[src/rtl/cube_accum.sv]
// cube_accum -- accumulates a fixed number of cube terms from an upstream
// cube pipeline into a 40-bit unsigned sum. The result is held until the
// consumer accepts it.
//
// Ports
//   clock        sole clock, all state on the rising edge
//   reset        asynchronous, active-high; returns the block to IDLE
//   start        single-cycle request to begin an accumulation (IDLE only)
//   count        number of cube terms to sum, sampled with start
//   in_valid     high in the cycle the cube block samples a valid operand
//   cube_result  32-bit unsigned output of the cube block
//   sum          accumulated sum of cubes, held in DONE and in IDLE afterwards
//   sum_valid    sum is final and held (high in DONE)
//   sum_ready    consumer accepts sum when high together with sum_valid
//   busy         high in ACCUM and DONE
module cube_accum #(
  parameter int LATENCY = 3,
  parameter int CNT_W   = 8
) (
  input  logic             clock,
  input  logic             reset,
  input  logic             start,
  input  logic [CNT_W-1:0] count,
  input  logic             in_valid,
  input  logic [31:0]      cube_result,
  output logic [39:0]      sum,
  output logic             sum_valid,
  input  logic             sum_ready,
  output logic             busy
);

  typedef enum logic [1:0] {
    IDLE  = 2'd0,
    ACCUM = 2'd1,
    DONE  = 2'd2
  } state_t;

  state_t             state;
  state_t             state_nx;
  logic [LATENCY-1:0] valid_sr;
  logic               dv;
  logic [CNT_W-1:0]   remaining;
  logic [39:0]        acc;

  // Delay line matching the upstream cube pipeline depth. It runs in every
  // state so terms already in flight when start arrives still line up.
  generate
    if (LATENCY == 1) begin : g_sr_single
      always_ff @(posedge clock or posedge reset) begin
        // NOTE: every clocked assignment is non-blocking so all registers
        // update together from values sampled before the edge.
        if (reset) valid_sr <= '0;
        else       valid_sr <= in_valid;
      end
    end else begin : g_sr_multi
      always_ff @(posedge clock or posedge reset) begin
        if (reset) valid_sr <= '0;
        else       valid_sr <= {valid_sr[LATENCY-2:0], in_valid};
      end
    end
  endgenerate

  // High at the edge where the matching cube_result is stable.
  assign dv = valid_sr[LATENCY-1];

  // State register.
  always_ff @(posedge clock or posedge reset) begin
    if (reset) state <= IDLE;
    else       state <= state_nx;
  end

  // Next-state logic.
  always_comb begin
    // NOTE: default assignment first so no path leaves state_nx unassigned,
    // which would otherwise infer a latch.
    state_nx = state;
    unique case (state)
      IDLE: begin
        if (start) state_nx = (count == '0) ? DONE : ACCUM;
      end
      ACCUM: begin
        // remaining is at least 1 here; the last term moves us to DONE on
        // the same edge it is added, so sum_valid rises with the final total.
        if (dv && (remaining == CNT_W'(1))) state_nx = DONE;
      end
      DONE: begin
        // Only honoured while sum_valid is already high, so sum_ready on
        // the DONE entry edge itself has no effect.
        if (sum_ready) state_nx = IDLE;
      end
      default: state_nx = IDLE;
    endcase
  end

  // Outputs decoded from the registered state.
  always_comb begin
    busy      = (state != IDLE);
    sum_valid = (state == DONE);
  end

  // Accumulator and term counter. start outside IDLE and dv outside ACCUM
  // fall through untouched, leaving the held sum stable.
  always_ff @(posedge clock or posedge reset) begin
    if (reset) begin
      acc       <= '0;
      remaining <= '0;
    end else begin
      unique case (state)
        IDLE: begin
          if (start) begin
            acc       <= '0;
            remaining <= count;
          end
        end
        ACCUM: begin
          if (dv) begin
            // Zero-extended add; wraps modulo 2^40 only for CNT_W > 8.
            acc       <= acc + {8'd0, cube_result};
            remaining <= remaining - CNT_W'(1);
          end
        end
        default: ;
      endcase
    end
  end

  assign sum = acc;

endmodule

[config.mk]
export PLATFORM = sky130hd
export DESIGN_NAME = cube_accum
export DESIGN_NICKNAME = d
export VERILOG_FILES = /design/src/rtl/cube_accum.sv
export SDC_FILE = /design/constraint.sdc
export NUM_CORES = 1
export LEC_CHECK = 0
export ABC_CLOCK_PERIOD_IN_PS = 3300
export CAP_MARGIN = 20
export CELL_PAD_IN_SITES_DETAIL_PLACEMENT = 1
export CELL_PAD_IN_SITES_GLOBAL_PLACEMENT = 1
export CORE_MARGIN = 10
export CORE_UTILIZATION = 39
export CTS_BUF_LIST = sky130_fd_sc_hd__clkbuf_4 sky130_fd_sc_hd__clkbuf_8 sky130_fd_sc_hd__clkbuf_16
export DETAILED_ROUTE_END_ITERATION = 16
export GPL_TIMING_DRIVEN = 0
export PLACE_DENSITY = 0.89
export SLEW_MARGIN = 20
export SYNTH_ARGS = -nofsm -noshare
export SYNTH_HDL_FRONTEND = slang
export SYNTH_SLANG_ARGS = --single-unit
[constraint.sdc]
create_clock -name clock -period 3.3 [get_ports clock]
set_clock_uncertainty 0.2 [all_clocks]
set_input_delay 0.825 -clock clock [delete_from_list [all_inputs] [get_ports clock]]
set_output_delay 0.825 -clock clock [all_outputs]
set_load 0.02 [all_outputs]
==> reports/qor.csv <==
stage,metric,value,unit
outcome,status,"finished, final reports clean",
cells_and_area,syn2layout_area_growth,35.5,%
grt,grt_pass1_vias,4706,
cells_and_area,final_nets,689,
cells_and_area,drive_above_1_share,13.9,%
power_and_ir_drop,p_comb_share,68.0,%
power_and_ir_drop,ir_worst_vdd,0.000380,V
place,gp_congestion,0.878,
floorplanning,die_y,124,µm
setup_path,startpoint_type,primary input,
floorplanning,core_area,10400,µm²
sta,timing.final.crit_share,99.0,%
synthesis,synth-edff-count,0,
sta,rsz0062_at_grt,true,
sta,hold_viol_final,0,
sta,drv_slew,0,
synthesis,ys_ff_latch,53,
clock_tree,root_buffer,clkbuf_8,
floorplanning,pin_count,87,
sta,timing.fmax,306,MHz
routing,drt-initial-drc-count,263,
synthesis,ys_types,70,
sta,setup-tns-final,0,ns
sta,holdWs,0.165,ns
clock_tree,cts.clk_slew.worst_paths,0.12,ns
power_and_ir_drop,power.leakage,0.00236,µW
setup_path,critPathCaptureType,flip-flop,
power_and_ir_drop,finalPower,4780,µW
grt,grt.total_usage,19.3,%
setup_path,max_stage_delay,0.46,ns
synthesis,seq_area_frac_synth,31.5,%
setup_path,cp.arrival,3.32,ns
setup_path,path_cells,"clkdlybuf4s50_1, ha_1, a21oi_1, o211ai_1, a211o_2, a21oi_4, o21ai_2, a2111o_1, o211ai_1",
synthesis,syn-num-nets,580,
routing,vias,4368,
floorplanning,die_w,124,µm
routing,first_pass_iters,4,
power_and_ir_drop,pwr-share-seq,22.9,%
setup_path,cpMostUsedCell,o211ai_1,
grt,grt_pass1_wl,24000,µm
grt,use_met1,22.4,%
sta,tightest_slew,0.699,ns
synthesis,yosys_most_used_dff,dfrtp_1,
power_and_ir_drop,p_per_area,837,nW/µm²
power_and_ir_drop,cell_internal_pwr,2370,µW
clock_tree,h-tree-depth,2,
place,place_area,5250,µm²
synthesis,syn_area,4210,µm²
synthesis,synth_cells,500,
sta,setup_viol,0,
power_and_ir_drop,clkPwrFrac,9.1,%
setup_path,worstSetupPathType,in -> reg,
floorplanning,fp-row-count,37,
synthesis,synth_top_area_share,31.5,%
floorplanning,start_util,40.4,%
clock_tree,ctsLongestPathBuffers,2,
grt,gr-total-overflow,0,
clock_tree,hold_buffers,0,
floorplanning,fp.dieArea,15400,µm²
synthesis,syn_area_per_cell,8.42,µm²
synthesis,yosysTopAreaCell,dfrtp_1,
clock_tree,clkSinkCount,53,
setup_path,crit_slowest_cell,a211o_2,
min_path,hold_class,reg -> reg,
grt,busiest_layer,met2,
sta,min_period,3.27,ns
power_and_ir_drop,swShare,50.4,%
flow_run,maxCapViolations,0,
routing,wirelength,15400,µm
clock_tree,cts_buffers,5,
routing,drc,0,
grt,use_met3,3.21,%
synthesis,synthTopCellsByArea,"dfrtp_1 (31%), ha_1 (10%), o21ai_0 (6.4%)",
place,dp_hpwl,11200,µm
grt,grt_max_degree,54,
cells_and_area,fill_cells,1243,
cells_and_area,design_area,5710,µm²
place,io_buffers,86,
sta,maxSlewHeadroom,53.4,%
routing,antenna_left,0,
synthesis,ys_warn_count,0,
setup_path,cp.required,3.35,ns
grt,met2_usage,35.5,%
setup_path,crit_fanout,4,
clock_tree,cts_tree,done,
power_and_ir_drop,power.switching,2410,µW
grt,antenna_found_initial,0,
routing,wire_per_inst,20.6,µm
routing,routed_via_density,5.86,
clock_tree,insertion_delay,0.33,ns
synthesis,synth-async-reset-ratio,100,%
cells_and_area,diodes,0,
## flip-flops by register name, summed over array words and instances (netlist names)
name,flops
sum,40
state,2
valid_sr,3
remaining,8
## power groups by stage
stage	clock network [µW]	registers, µW	logic (µW)
final	434	1090	3250
after global routing	466	1130	3550
after CTS	440	1080	3050
after detailed placement	0	1090	2940
after global placement	0	1070	2800
after floorplan	0	1220	1790
## cells in the mapped netlist (all sizes together) (12+ instances only)
master	count
inv	15
nand3	16
dfrtp	53
xnor2	15
ha	34
nor3	12
clkbuf	12
nor2	25
nand2	68
a21oi	52
o21ai	57
nand4	12
## cell type report
| cell class | instances | area (µm²) | area share [%] |
|---|---|---|---|
| multi-input cells | 412 | 2940 | 51.5 |
| clock buffers | 5 | 68.8 | 1.21 |
| well taps | 136 | 170 | 2.98 |
| repair buffers | 103 | 1010 | 17.6 |
| clock inverters | 3 | 28.8 | 0.504 |
| flip-flops and latches | 53 | 1330 | 23.2 |
| inverters | 15 | 58.8 | 1.03 |
| plain buffers | 19 | 109 | 1.91 |
## worst max-delay path, delay by kind of cell
| family | cells | cell delay [ns] |
|---|---|---|
| AOI/OAI and AO/OA | 7 | 1.73 |
| adders and majority gates | 1 | 0.34 |
| buffers and inverters | 1 | 0.43 |
## per-layer routing
layer	vias to the layer above	wire, µm
met5	-	0
met4	0	293
met3	19	812
met2	128	7980
met1	2146	6290
li1	2075	-
## kinds of logic after synthesis
kind of cell / share of synthesized area [%]
buffers and inverters: 4.01
AND/OR/NAND/NOR: 19.7
AO/OA/AOI/OAI: 28.5
XOR/XNOR: 4.78
adder cells (fa/ha/maj): 10.6
flip-flops: 31.5
multiplexers: 0.951
## path summary, 6_finish.rpt
check	startpoint	endpoint	slack [ns]	cells past startpoint
max	cube_result[6]	sum[21]	0.03	9
min	valid_sr[1]	valid_sr[2]	0.16	0
max reg2reg	sum[1]	sum[21]	0.47	8
min reg2reg	valid_sr[1]	valid_sr[2]	0.16	0
max in group asynchronous	reset	sum[33]	1.68	2
min in group asynchronous	reset	sum[3]	0.76	2
## repair_timing
| action | in CTS | in global routing |
|---|---|---|
| hold endpoints to repair | 0 | 0 |
| setup buffers | 5 | 12 |
| endpoints found under the setup margin | 12 | 17 |
| gates resized for setup | 19 | 31 |
| pin swaps | 11 | 25 |
## layout by cell type (no fill, tap or decap), drive strengths merged, types with 5 or more instances in the layout
master         netlist  layout
nor3                12      12
and2                 6       6
o21ai               57      57
xor2                 8       8
a21oi               52      52
a21o                 5       5
dlymetal6s2s         0       6
o211ai               8       8
nand2               68      68
dfrtp               53      53
nand2b               6       6
buf                  8      25
o31ai                5       5
nand3               16      16
clkdlybuf4s50        0      80
inv                 15      18
and3                 5       5
xnor2               15      15
nand4               12      12
clkbuf              12      16
o21bai               8       8
ha                  34      34
a211oi               8       8
nor2                25      25
## through the flow
stage / setup slack (ns) / cells / utilization (%)
floorplan: 0.353 / 500 / -
global placement: -0.394 / 722 / 50.3
detailed placement: -0.522 / 722 / 50.4
CTS: -0.0423 / 735 / 52.6
global route: -0.0646 / 746 / 54.8
finish: 0.0321 / 746 / 54.8
Power figures use the tool's default switching activity.
